`src/rtl/ssg_tone_bank_if.sv`:
```
// ssg_tone_bank_if: register-write and tone-output bundle for ssg_tone_bank.
//
// Write port: WR_EN is a single-cycle strobe with no ready/back-pressure.
// The bank accepts a write on every PHI_S rising edge where WR_EN=1.
// WR_ADDR/WR_DATA only need to be valid on those edges. Only one write can
// happen per cycle.
//
// Signals:
//   WR_EN      write strobe                    (master -> slave)
//   WR_ADDR    channel index / noise address   (master -> slave)
//   WR_DATA    period value                    (master -> slave)
//   PHASE_RST  per-channel phase reset         (master -> slave)
//   TICK       prescaler wrap pulse            (slave -> master)
//   OSC_OUT    square wave per channel         (slave -> master)
//   NOISE_OUT  noise output                    (slave -> master)
interface ssg_tone_bank_if #(
  parameter int CH_COUNT = 3,
  parameter int PERIOD_W = 12,
  parameter int ADDR_W   = 2
);
  logic                WR_EN;
  logic [ADDR_W-1:0]   WR_ADDR;
  logic [PERIOD_W-1:0] WR_DATA;
  logic [CH_COUNT-1:0] PHASE_RST;
  logic                TICK;
  logic [CH_COUNT-1:0] OSC_OUT;
  logic                NOISE_OUT;

  modport master (
    output WR_EN, WR_ADDR, WR_DATA, PHASE_RST,
    input  TICK, OSC_OUT, NOISE_OUT
  );

  modport slave (
    input  WR_EN, WR_ADDR, WR_DATA, PHASE_RST,
    output TICK, OSC_OUT, NOISE_OUT
  );
endinterface

```
`src/rtl/ssg_tone_bank.sv`:
```
// ssg_tone_bank: multi-channel SSG square-wave tone generator.
//
// A shared prescaler produces a registered TICK every PRESCALE cycles of
// PHI_S. On each tick, every channel's counter advances toward its effective
// period. A period of 0 is treated as 1. When the counter expires, the counter
// clears and the channel output toggles.
//
// Optional noise generator: define SSG_NOISE_EN to build it. With the macro
// defined, address CH_COUNT writes a 5-bit noise period. The noise counter
// clocks a 17-bit LFSR, and NOISE_OUT is lfsr[0]. Without the macro,
// NOISE_OUT is 0 and no noise logic exists.
//
// Ports:
//   PHI_S   clock, rising edge
//   nRESET  asynchronous active-low reset
//   bus     ssg_tone_bank_if slave modport (write port, phase resets, outputs)
module ssg_tone_bank #(
  parameter int CH_COUNT = 3,
  parameter int PERIOD_W = 12,
  parameter int PRESCALE = 8,
  parameter int ADDR_W   = 2
) (
  input logic             PHI_S,
  input logic             nRESET,
  ssg_tone_bank_if.slave  bus
);

  localparam int PRE_W = (PRESCALE > 1) ? $clog2(PRESCALE) : 1;
  localparam logic [PRE_W-1:0] PRE_LAST = PRE_W'(PRESCALE - 1);

  // Prescaler. The next count is examined so that TICK is high during the
  // cycle in which the count equals PRESCALE-1. With PRESCALE=1, TICK stays
  // high after the first edge.
  logic [PRE_W-1:0] pre_cnt;
  logic [PRE_W-1:0] pre_nxt;
  logic             tick_q;

  always_comb begin
    pre_nxt = (pre_cnt == PRE_LAST) ? '0 : pre_cnt + PRE_W'(1);
  end

  always_ff @(posedge PHI_S or negedge nRESET) begin
    if (!nRESET) begin
      pre_cnt <= '0;
      tick_q  <= 1'b0;
    end else begin
      pre_cnt <= pre_nxt;
      tick_q  <= (pre_nxt == PRE_LAST);
    end
  end

  // Tone channels.
  logic [PERIOD_W-1:0] period [CH_COUNT];
  logic [PERIOD_W-1:0] cnt    [CH_COUNT];
  logic [PERIOD_W-1:0] eff    [CH_COUNT];
  logic [CH_COUNT-1:0] expire;
  logic [CH_COUNT-1:0] osc;

  // The compare uses one extra bit so that cnt+1 cannot wrap. When a period
  // is lowered below the running count, the channel therefore expires on the
  // next tick instead of running through 2^PERIOD_W.
  always_comb begin
    for (int i = 0; i < CH_COUNT; i++) begin
      eff[i]    = (period[i] == '0) ? PERIOD_W'(1) : period[i];
      expire[i] = (({1'b0, cnt[i]} + (PERIOD_W+1)'(1)) >= {1'b0, eff[i]});
    end
  end

  // A write landing on a tick edge is non-blocking, so the old period decides
  // this expiry. PHASE_RST has priority over a tick on the same edge.
  always_ff @(posedge PHI_S or negedge nRESET) begin
    if (!nRESET) begin
      for (int i = 0; i < CH_COUNT; i++) begin
        period[i] <= '0;
        cnt[i]    <= '0;
      end
      osc <= '0;
    end else begin
      for (int i = 0; i < CH_COUNT; i++) begin
        if (bus.WR_EN && (bus.WR_ADDR == ADDR_W'(i))) begin
          period[i] <= bus.WR_DATA;
        end
        if (bus.PHASE_RST[i]) begin
          cnt[i] <= '0;
          osc[i] <= 1'b0;
        end else if (tick_q) begin
          if (expire[i]) begin
            cnt[i] <= '0;
            osc[i] <= ~osc[i];
          end else begin
            cnt[i] <= cnt[i] + PERIOD_W'(1);
          end
        end
      end
    end
  end

  assign bus.TICK    = tick_q;
  assign bus.OSC_OUT = osc;

`ifdef SSG_NOISE_EN
  localparam logic [ADDR_W-1:0] NOISE_ADDR = ADDR_W'(CH_COUNT);

  logic [4:0]  nper;
  logic [4:0]  ncnt;
  logic [4:0]  neff;
  logic        n_expire;
  logic [16:0] lfsr;

  always_comb begin
    neff     = (nper == 5'd0) ? 5'd1 : nper;
    n_expire = (({1'b0, ncnt} + 6'd1) >= {1'b0, neff});
  end

  // The noise counter follows the same rules as a tone channel. Each expiry
  // advances the LFSR by one step. PHASE_RST does not reach this logic.
  always_ff @(posedge PHI_S or negedge nRESET) begin
    if (!nRESET) begin
      nper <= 5'd0;
      ncnt <= 5'd0;
      lfsr <= 17'h00001;
    end else begin
      if (bus.WR_EN && (bus.WR_ADDR == NOISE_ADDR)) begin
        nper <= bus.WR_DATA[4:0];
      end
      if (tick_q) begin
        if (n_expire) begin
          ncnt <= 5'd0;
          lfsr <= {lfsr[0] ^ lfsr[3], lfsr[16:1]};
        end else begin
          ncnt <= ncnt + 5'd1;
        end
      end
    end
  end

  assign bus.NOISE_OUT = lfsr[0];
`else
  assign bus.NOISE_OUT = 1'b0;
`endif

endmodule

```
`src/flat_wrapper.sv`:
```
// flat-port wrapper written by rule: the top's interface ports become plain ports
module ssg_tone_bank_flat 
#(
  parameter int CH_COUNT = 3,
  parameter int PERIOD_W = 12,
  parameter int PRESCALE = 8,
  parameter int ADDR_W   = 2
)
  (PHI_S, nRESET, bus_WR_EN, bus_WR_ADDR, bus_WR_DATA, bus_PHASE_RST, bus_TICK, bus_OSC_OUT, bus_NOISE_OUT);
  ssg_tone_bank_if #(.CH_COUNT(CH_COUNT), .PERIOD_W(PERIOD_W), .ADDR_W(ADDR_W)) bus_i ();
  input logic PHI_S;
  input logic nRESET;
  input wire logic [$bits(bus_i.WR_EN)-1:0] bus_WR_EN;
  input wire logic [$bits(bus_i.WR_ADDR)-1:0] bus_WR_ADDR;
  input wire logic [$bits(bus_i.WR_DATA)-1:0] bus_WR_DATA;
  input wire logic [$bits(bus_i.PHASE_RST)-1:0] bus_PHASE_RST;
  output wire logic [$bits(bus_i.TICK)-1:0] bus_TICK;
  output wire logic [$bits(bus_i.OSC_OUT)-1:0] bus_OSC_OUT;
  output wire logic [$bits(bus_i.NOISE_OUT)-1:0] bus_NOISE_OUT;
  assign bus_i.WR_EN = bus_WR_EN;
  assign bus_i.WR_ADDR = bus_WR_ADDR;
  assign bus_i.WR_DATA = bus_WR_DATA;
  assign bus_i.PHASE_RST = bus_PHASE_RST;
  assign bus_TICK = bus_i.TICK;
  assign bus_OSC_OUT = bus_i.OSC_OUT;
  assign bus_NOISE_OUT = bus_i.NOISE_OUT;
  ssg_tone_bank #(.CH_COUNT(CH_COUNT), .PERIOD_W(PERIOD_W), .PRESCALE(PRESCALE), .ADDR_W(ADDR_W)) u_core (.PHI_S(PHI_S), .nRESET(nRESET), .bus(bus_i));
endmodule
```
`config.mk`:
```
export PLATFORM = sky130hd
export DESIGN_NAME = ssg_tone_bank_flat
export DESIGN_NICKNAME = d
export VERILOG_FILES = /design/src/rtl/ssg_tone_bank_if.sv /design/src/rtl/ssg_tone_bank.sv /design/src/flat_wrapper.sv
export SDC_FILE = /design/constraint.sdc
export NUM_CORES = 1
export LEC_CHECK = 0
export BUFFER_PORTS_ARGS = -buffer_cell sky130_fd_sc_hd__buf_2
export CAP_MARGIN = 20
export CORE_MARGIN = 3
export CORE_UTILIZATION = 62
export DETAILED_ROUTE_END_ITERATION = 10
export GPL_ROUTABILITY_DRIVEN = 0
export PLACE_DENSITY = 0.89
export SYNTH_ARGS = -nofsm -noshare
export SYNTH_HDL_FRONTEND = slang
export SYNTH_SLANG_ARGS = --single-unit
```
`constraint.sdc`:
```
create_clock -name PHI_S -period 3.7 [get_ports PHI_S]
set_input_delay 0.74 -clock PHI_S [delete_from_list [all_inputs] [get_ports PHI_S]]
set_output_delay 0.74 -clock PHI_S [all_outputs]
set_load 0.03 [all_outputs]
```
==> impl_metrics.toml, run 1 <==
[run]
drv_cap = 0

[clocking]
cts.sinks = 79
insertion_delay_ns = 0.35
cts_tree = "yes"
cts_resized = 0
postCtsHoldBufs = 0
clk_path_buf_depth = 2
numCtsBuffers = 9
cts_setup_buffers = 0
htree_levels = 3
path_clk_slew_ns = 0.08
root_buffer = "clkbuf_8"

[sta]
relSlewSlack_pct = 35.26
setup_tns_ns = 0
setup_viol = 0
tightest_slew_ns = 0.9711
layout_min_cycle_time_ns = 3.519
fin_ws_ns = 0.1808
finalClockSkew_ns = 0.008214
rsz0062_at_grt = "false"
slew_viol_final = 0
fmax_mhz = 284.2
post-route-period-util_pct = 95.11
hold_violations = 0

[synthesis]
synth_edf_count = 0
synth_fp_nets = 552
synth_most_common_cell = "dfrtp_1"
ys_top_cells_by_count = "dfrtp_1, nand2_1, ha_1"
ys_top_cells_by_area = "dfrtp_1, ha_1, mux2_2"
synth_area_leader_cell = "dfrtp_1"
yosysWarnings = 0
async_reset_ff_share_pct = 100.0
yosysUniqueCellTypes = 51
netlist_instances = 490
yosysTopAreaCellShare_pct = 41.77
ys_ff_latch = 79
syn_area_sq_um = 4733
synth_flop_cell = "dfrtp_1"
synth_seq_area_share_pct = 41.77
avgSynthCellArea_sq_um = 9.660

[global_routing]
grtUsageTotal_pct = 24.68
grt_pass1_vias = 3668
antenna_found_initial = 0
grt_max_degree = 80
grt_pass1_wl_um = 16990
gr-total-overflow = 0

[routing]
vias = 3714
wl_um = 10250
drtIter0Drc = 267
firstDrtPassIters = 4
wire_per_inst_um = 16.77
routed_via_density = 6.079
route.detailed.drc = 0
ant_nets = 0

[die]
initial_utilization_pct = 64.57
die_y_um = 93.38
die_w_um = 93.38
rows = 31
ios = 25
coreArea_sq_um = 7331
die_area_sq_um = 8719

[worst_setup_path]
critPathRequiredTime_ns = 4.00
cp-start-kind = "flop"
crit_arrival_ns = 3.81
r2r_cells = 12
critical_path_class = "reg2reg"
cp_max_fo = 13
critPathCaptureType = "flop"

[finish]
syn_to_final_growth_pct = 7.137
fin_cells = 611
n_antenna_cell = 0
drive_gt1_share_pct = 15.63
fin_nets = 570

[placed_design]
dp_slack_ns = 0.2575
post-dp-hpwl_um = 7404
dpl.cell_count = 596
portBuffers = 23

[run_status]
status = "completed"

[pwr]
p_leak_nw = 2.580
power_density_nw_per_um2 = 379.2
ir_drop_mv = 0.2394

[worst_hold_path]
min_path_type = "reg2reg"
min_path_cells = 1
-- registers in the layout (all words and copies together) (netlist names) --
register	count
u_core.bus.TICK	1
u_core.cnt	36
u_core.bus.OSC_OUT	3
u_core.period	36
u_core.pre_cnt	3
-- per-stage QoR --
step	util [%]	hold slack (ns)	cell area, sq um	total power (W)
global route	69.18	0.4907	5071	0.002021
finish	69.18	0.4880	5071	0.001923
floorplan	-	0.4223	4733	0.001256
detailed placement	66.96	0.4579	4908	0.001374
CTS	69.18	0.4857	5071	0.001929
global placement	66.96	0.4401	4908	0.001341
-- layout by cell type (no fill, tap or decap), drive strengths merged, types with 14 or more instances in the layout --
cell type	synthesis	layout
nor2	20	20
a22o	14	14
buf	6	25
o21ai	41	41
inv	41	41
xnor2	14	14
dfrtp	79	79
nand2	52	52
nand3	19	19
xor2	14	14
mux2	28	28
ha	42	42
-- critical path, stage by stage, from the launching register on --
cell and delay (ns):
dfrtp_1 0.45, ha_1 0.27, nand3_2 0.13, or3_1 0.45, nor2_1 0.18, xor2_1 0.23, ha_1 0.29, a21o_1 0.16
a211oi_1 0.24, o21ai_1 0.11, a211o_2 0.44, nor2_2 0.30, mux2_2 0.21
-- area by class of cell --
class / instances / area, sq um
Inverter: 41 / 153.9
Multi-Input combinational cell: 352 / 2521
Clock inverter: 6 / 38.79
Timing Repair Buffer: 25 / 132.6
Sequential cell: 79 / 1977
Clock buffer: 9 / 123.9
Fill cell: 514 / 2260
Tap cell: 99 / 123.9
-- path summary, 6_finish.rpt --
check,slack [ns],startpoint,endpoint
setup / recovery,0.18,u_core.cnt[12],u_core.cnt[12]
hold / removal,0.49,u_core.pre_cnt[0],u_core.pre_cnt[0]
setup reg to reg,0.18,u_core.cnt[12],u_core.cnt[12]
hold reg to reg,0.49,u_core.pre_cnt[0],u_core.pre_cnt[0]
max in group asynchronous,2.53,nRESET,u_core.bus.TICK
min in group asynchronous,0.54,nRESET,u_core.cnt[0]
-- per-layer routing --
metal	GRT usage [%]	vias to the layer above	routed length, um
li1	-	1762	-
met1	29.97	1810	4274
met2	42.47	113	5272
met3	4.666	29	410
met4	11.11	0	291
met5	0	-	0
-- power breakdown --
part | total, W | switching [W] | internal [W]
logic | 0.000349 | 0.000197 | 0.000152
clock network | 0.000555 | 0.000317 | 0.000237
registers | 0.00102 | 0.0000723 | 0.000947
total | 0.00192 | 0.000586 | 0.00134
-- cell families after synthesis --
family	after synthesis	share of synthesized area, %
AO/OA/AOI/OAI	104	14.57
flip-flops	79	41.77
AND/OR/NAND/NOR	147	15.15
XOR/XNOR	28	5.181
multiplexers	30	7.084
adder cells (fa/ha/maj)	42	11.10
buffers and inverters	59	5.075
other	1	0.07923
No activity file was read; power rests on OpenSTA's default activity.
==> run 2, diff against run 1 <==
--- a/config.mk
+++ b/config.mk
@@ -5,13 +5,14 @@
 export SDC_FILE = /design/constraint.sdc
 export NUM_CORES = 1
 export LEC_CHECK = 0
+export ABC_AREA = 1
 export BUFFER_PORTS_ARGS = -buffer_cell sky130_fd_sc_hd__buf_2
 export CAP_MARGIN = 20
 export CORE_MARGIN = 3
-export CORE_UTILIZATION = 62
+export CORE_UTILIZATION = 56
 export DETAILED_ROUTE_END_ITERATION = 10
 export GPL_ROUTABILITY_DRIVEN = 0
-export PLACE_DENSITY = 0.89
+export PLACE_DENSITY = 0.85
 export SYNTH_ARGS = -nofsm -noshare
 export SYNTH_HDL_FRONTEND = slang
 export SYNTH_SLANG_ARGS = --single-unit
==> constraint.sdc (replaced) <==
create_clock -name PHI_S -period 2.85 [get_ports PHI_S]
set_input_delay 0.57 -clock PHI_S [delete_from_list [all_inputs] [get_ports PHI_S]]
set_output_delay 0.57 -clock PHI_S [all_outputs]
set_load 0.03 [all_outputs]
==> run 2 against run 1 <==
  * Global-route usage shrank 1.9 points
  * Total power grew 45%
  * Non-clock buffer count grew 5
  * Count of clock-buffer cells in the layout grew 2
  * Sequential power grew 29%
  * Cell count grew 26%
  * Critical path type unchanged
==> impl_metrics.toml, run 2 <==
[finish]
fin_cells = 771
n_antenna_cell = 0
mostFrequentLayoutCell = "nand2_1"
top_regs = "u_core.cnt x36, u_core.period x36"
utilization_pct = 64.54
syn_to_final_growth_pct = 9.123
mostFrequentLayoutCells = "nand2_1, inv_1, dfrtp_1, nor2_1, o21ai_0"
drive_gt1_share_pct = 13.51
fin_nets = 723

[worst_setup_path]
cp_max_fo = 8
reg2reg_from = "u_core.cnt[24]"
critical_path_class = "reg2reg"
crit_path_start = "u_core.cnt[24]"
crit_arrival_ns = 2.87
r2r_slack_ns = 0.25
crit_buf_inv = 1
slowest_delay_ns = 0.44
critPathRequiredTime_ns = 3.12
worst_path_max_delay_cell = "dfrtp_1"
cp_top_family = "simple AND/OR/NAND/NOR gates"
cp-start-kind = "flop"
critPathCaptureType = "flop"
crit_chain = "ha_1, nand2_1, nor2_2, nand2_1, nor2_1, xor2_1, ha_1, a21oi_1, o211ai_1, nor2_2, nand2_4, buf_12, o21ai_0"
r2r-end = "u_core.cnt[29]"
r2r_cells = 13

[synthesis]
yosysWarnings = 0
ys_top_cells_by_count = "nand2_1, inv_1, dfrtp_1"
syn_area_sq_um = 5006
synth_fp_nets = 695
yosysTopAreaCellShare_pct = 39.49
synth_area_leader_cell = "dfrtp_1"
synth_most_common_cell = "nand2_1"
synth_edf_count = 0
netlist_instances = 633
ys_top_cells_by_area = "dfrtp_1, nand2_1, ha_1"
synth_seq_area_share_pct = 39.49
yosysUniqueCellTypes = 40
avgSynthCellArea_sq_um = 7.908
async_reset_ff_share_pct = 100.0
synth_flop_cell = "dfrtp_1"
ys_ff_latch = 79

[clocking]
cts.sinks = 79
htree_levels = 3
path_clk_slew_ns = 0.08
numCtsBuffers = 9
root_buffer = "clkbuf_8"
cts_tree = "yes"
insertion_delay_ns = 0.35
clk_path_buf_depth = 2

[die]
rows = 33
initial_utilization_pct = 59.14
coreArea_sq_um = 8464
die_y_um = 100.6
die_w_um = 100.6
ios = 25
die_area_sq_um = 10110

[sta]
relSlewSlack_pct = 49.20
finalClockSkew_ns = 0.009931
setup_viol = 0
tightest_slew_ns = 0.7599
slew_viol_final = 0
hold_violations = 0
post-route-period-util_pct = 91.38
layout_min_cycle_time_ns = 2.604
fmax_mhz = 384.0

[routing]
route.detailed.drc = 0
vias = 4129
wl_um = 11010
drtIter0Drc = 237
wire_per_inst_um = 14.28
ant_nets = 0
firstDrtPassIters = 6
routed_via_density = 5.355

[placed_design]
dpl.cell_count = 750
post-dp-hpwl_um = 8202
portBuffers = 23

[run_status]
status = "completed"

[global_routing]
antenna_found_initial = 0
grt_pass1_wl_um = 18460
grtUsageTotal_pct = 22.74
gr-total-overflow = 0
grt_pass1_vias = 4084
grt_max_degree = 51

[pwr]
p_leak_nw = 2.907
power_density_nw_per_um2 = 508.8
ir_drop_mv = 0.3619

[worst_hold_path]
min_path_type = "in2async"

[run]
drv_cap = 0
-- run 2: cell types whose count changed after synthesis, sizes merged, moves of 8 or more --
cell | before | now
mux2 | 28 | 0
xnor2 | 14 | 2
a21o | 11 | 1
nor2 | 20 | 57
xor2 | 14 | 22
a22o | 14 | 0
o22ai | 1 | 16
and3 | 9 | 0
o21ai | 41 | 53
nand2 | 52 | 173
inv | 41 | 106
-- run 2: cell type report --
| class | count | area (sq um) |
|---|---|---|
| Multi-Input combinational cell | 433 | 2569 |
| Timing Repair Buffer | 30 | 182.7 |
| Clock inverter | 5 | 56.30 |
| Sequential cell | 79 | 1977 |
| Inverter | 108 | 405.4 |
| Tap cell | 105 | 131.4 |
| Clock buffer | 11 | 141.4 |
| Fill cell | 678 | 3002 |
-- run 2: repair_timing --
action | 4_1_cts | 5_1_grt
gates resized for setup | 0 | 5
buffers inserted | 0 | 5
hold buffers | 0 | 0
setup endpoints to repair | 0 | 29
hold endpoints to repair | 0 | 0
-- run 2: worst max-delay path by stage --
stage                                       end  slack, ns  cells after the start
after floorplan                   u_core.cnt[8]       0.53                     15
after global placement    u_core.bus.OSC_OUT[0]       0.29                     13
after detailed placement  u_core.bus.OSC_OUT[1]       0.16                     16
after CTS                 u_core.bus.OSC_OUT[1]       0.11                     16
after global routing      u_core.bus.OSC_OUT[0]      -0.05                     18
final                            u_core.cnt[29]       0.25                     13
-- run 2: cell families (layout without fill, tap and decap cells) --
family,count (synthesis),after routing,share of synthesized area [%]
AOI/OAI and AO/OA,92,92,12.35
xor gates and xnor gates,24,24,4.199
adders and majority gates,42,42,10.50
buffers and inverters,121,154,9.598
DFF,79,79,39.49
other,1,1,0.07491
and+or+nand+nor,274,274,23.79
-- run 2: worst reg2reg max path, delay by kind of cell (launching register included) --
kind            cells  cell delay [ns]
fa+ha+maj           2             0.52
compound gates      3             0.39
flops               1             0.44
simple gates        6             0.78
xor+xnor            1             0.25
buf+inv             1             0.15
-- run 2: power breakdown --
group          switching, W  internal (W)  total, W  leakage [nW]
clock              0.000426      0.000430  0.000855        0.0997
combinational      0.000377      0.000228  0.000605          1.77
sequential        0.0000902       0.00123   0.00132          1.04
-- run 2: through the flow --
stage	setup slack (ns)	setup TNS [ns]	cell area, sq um	total power [W]	hold slack (ns)
6_report	0.2456	0	5463	0.002780	0.2315
5_1_grt	-0.05225	-0.2031	5463	0.002927	0.2749
4_1_cts	0.1065	0	5393	0.002761	0.2557
3_5_place_dp	0.1629	0	5195	0.001920	0.4711
3_3_place_gp	0.2853	0	5195	0.001879	0.4397
2_1_floorplan	0.5296	0	5006	0.001750	0.2744
-- run 2: layer usage --
metal	vias to the layer above	wire [um]	GRT usage [%]
met5	-	0	0
met4	0	282	9.326
met3	26	502	2.837
met2	121	5317	38.33
met1	1913	4904	29.70
li1	2069	-	-
==> run 3, diff against run 2 <==
--- a/config.mk
+++ b/config.mk
@@ -9,10 +9,10 @@
 export BUFFER_PORTS_ARGS = -buffer_cell sky130_fd_sc_hd__buf_2
 export CAP_MARGIN = 20
 export CORE_MARGIN = 3
-export CORE_UTILIZATION = 56
+export CORE_UTILIZATION = 62
 export DETAILED_ROUTE_END_ITERATION = 10
 export GPL_ROUTABILITY_DRIVEN = 0
-export PLACE_DENSITY = 0.85
+export PLACE_DENSITY = 0.88
 export SYNTH_ARGS = -nofsm -noshare
 export SYNTH_HDL_FRONTEND = slang
 export SYNTH_SLANG_ARGS = --single-unit
==> constraint.sdc (replaced) <==
create_clock -name PHI_S -period 2.6 [get_ports PHI_S]
set_input_delay 0.52 -clock PHI_S [delete_from_list [all_inputs] [get_ports PHI_S]]
set_output_delay 0.52 -clock PHI_S [all_outputs]
set_load 0.03 [all_outputs]
==> run 3 against run 2 <==
  * Final area grew 5.5%
  * Critical path depth is 3 higher
  * Die area down 9.1%
  * Via count increased by 7.3%
  * Total power increased by 13%
  * Fmax increased by 2.4%
  * Cell count rose by 0.91%
  * Sequential share of layout area decreased by 1.8 points
  * Count of clock-buffer cells in the layout rose by 1
  * Flip-flop and latch count unchanged
  * Non-clock buffer count up 11
  * Global-route usage grew 3.0 points
  * Critical endpoint is now u_core.cnt[32]
  * Largest cell class unchanged
==> impl_metrics.toml, run 3 (same netlist as run 2, synthesis figures left out) <==
[worst_setup_path]
worst_path_max_delay_cell = "dfrtp_1"
crit_chain = "ha_4, nand2_2, nor2_4, buf_4, xor2_1, inv_1, ha_4, nand2_1, nand3b_1, nor2_2, nor2_1, nor2_1, nor2_2, nand2_4, buf_6, o22ai_2"
cp-start-kind = "flop"
cp_max_fo = 7
reg2reg_from = "u_core.cnt[24]"
crit_arrival_ns = 2.75
critPathRequiredTime_ns = 2.81
critPathCaptureType = "flop"
r2r_slack_ns = 0.06
critical_path_class = "reg2reg"
r2r-end = "u_core.cnt[32]"
slowest_delay_ns = 0.43
r2r_cells = 16

[pwr]
p_switching_w = 0.001019
clkPwrFrac_pct = 29.9
p_leak_nw = 3.001
ir_drop_mv = 0.2780
pwr-share-comb_pct = 23.9
switching_share_pct = 32.36
cellInternalPower_w = 0.002129
power_density_nw_per_um2 = 546.3
seqPwrFrac_pct = 46.3

[die]
rows = 32
die_w_um = 95.86
die_area_sq_um = 9188
ios = 25
initial_utilization_pct = 64.45
coreArea_sq_um = 7767
die_y_um = 95.86

[finish]
final_area_sq_um = 5762
mostFrequentLayoutCell = "nand2_1"
fillers = 522
fin_cells = 778
syn_to_final_growth_pct = 15.10
fin_nets = 734
n_antenna_cell = 0
drive_gt1_share_pct = 19.53
top_regs = "u_core.cnt x36, u_core.period x36"
mostFrequentLayoutCells = "nand2_1, inv_1, dfrtp_1, o21ai_0, nor2_1"

[clocking]
clk_path_buf_depth = 2
cts_tree = "yes"
insertion_delay_ns = 0.36
path_clk_slew_ns = 0.09
numCtsBuffers = 9
root_buffer = "clkbuf_8"
cts.sinks = 79
htree_levels = 3

[placed_design]
placed_area_sq_um = 5261
post-dp-hpwl_um = 8291
dpl.cell_count = 753
portBuffers = 23

[sta]
hold_slack_ns = 0.1101
post-route-period-util_pct = 97.87
setup_viol = 0
tightest_slew_ns = 0.7409
fmax_mhz = 393.0
slew_viol_final = 0
hold_violations = 0
setup_tns_ns = 0
layout_min_cycle_time_ns = 2.545
relSlewSlack_pct = 50.47
finalClockSkew_ns = 0.01054

[global_routing]
gr-total-overflow = 0
grtUsageTotal_pct = 25.73
antenna_found_initial = 0
grt_pass1_wl_um = 18430
grt_pass1_vias = 4008
grt_max_degree = 44

[routing]
route.detailed.drc = 0
routed_via_density = 5.695
ant_nets = 0
vias = 4431
drtIter0Drc = 344
wl_um = 12240
firstDrtPassIters = 5
wire_per_inst_um = 15.73

[run]
drv_cap = 0

[run_status]
status = "completed"

[worst_hold_path]
min_path_type = "in2async"
==> run 3: cell types whose count changed in the layout (fill, tap and decap cells not counted), moves of 4 or more <==
cell     change
buf_4        +7
ha_1         -7
nand2_2      +6
ha_4         +5
nand2_1      -5
dfrtp_1      -4
dfrtp_2      +4
nand3_1      -4
nor2_1       -4
==> run 3: final cells by class <==
cell class              instances  area, sq um  share of cell area (%)
clock inverters                 3        42.54                  0.7383
well taps                     102        127.6                   2.215
flip-flops and latches         79         1982                   34.40
clock buffers                  12        155.1                   2.693
repair buffers                 41        289.0                   5.016
multi-input cells             433         2760                   47.90
inverters                     108        405.4                   7.036
==> run 3: power by group through the flow <==
stage / Clock [W] / Combinational [W] / Sequential [W]
finish: 0.000940 / 0.000751 / 0.00146
detailed placement: 0 / 0.000660 / 0.00147
global placement: 0 / 0.000624 / 0.00146
global route: 0.00100 / 0.000844 / 0.00147
CTS: 0.000935 / 0.000678 / 0.00144
floorplan: 0 / 0.000459 / 0.00146
==> run 3: per-stage QoR <==
step | setup slack, ns | total power [W] | util (%)
finish | 0.05540 | 0.003148 | 74.18
global route | -0.1009 | 0.003316 | 74.18
CTS | 0.009228 | 0.003058 | 70.41
detailed placement | -0.01750 | 0.002126 | 67.74
global placement | 0.1165 | 0.002084 | 67.74
floorplan | 0.2796 | 0.001918 | -
==> run 3: per-layer routing <==
metal / GRT usage [%] / part of all wire (%) / vias to the layer above
met1: 34.18 / 42 / 2132
li1: - / - / 2094
met2: 41.34 / 49 / 165
met5: 0 / 0 / -
met4: 9.953 / 3.3 / 0
met3: 5.395 / 5.6 / 40
==> run 3: worst max-delay path by stage <==
stage	depth (start not counted)	start	end	slack, ns
finish	16	u_core.cnt[24]	u_core.cnt[32]	0.06
global route	14	u_core.cnt[1]	u_core.cnt[10]	-0.10
global placement	15	u_core.cnt[0]	u_core.cnt[4]	0.12
CTS	15	u_core.cnt[0]	u_core.cnt[8]	0.009
detailed placement	15	u_core.cnt[12]	u_core.cnt[22]	-0.02
floorplan	15	u_core.cnt[0]	u_core.cnt[8]	0.28
==> run 3: repair_timing <==
item                                    4_1_cts  5_1_grt
gates resized for setup                       3       45
endpoints found under the setup margin       22       39
pin swaps                                     0       28
hold buffers                                  0        0
buffers inserted                              0       10
==> run 3: critical path, delay by kind of cell, from the launching register on <==
kind | cells | cell delay (ns)
DFF | 1 | 0.43
adders and majority gates | 2 | 0.46
and+or+nand+nor | 9 | 0.92
buffers and inverters | 3 | 0.36
xor gates and xnor gates | 1 | 0.14
AOI/OAI and AO/OA | 1 | 0.06
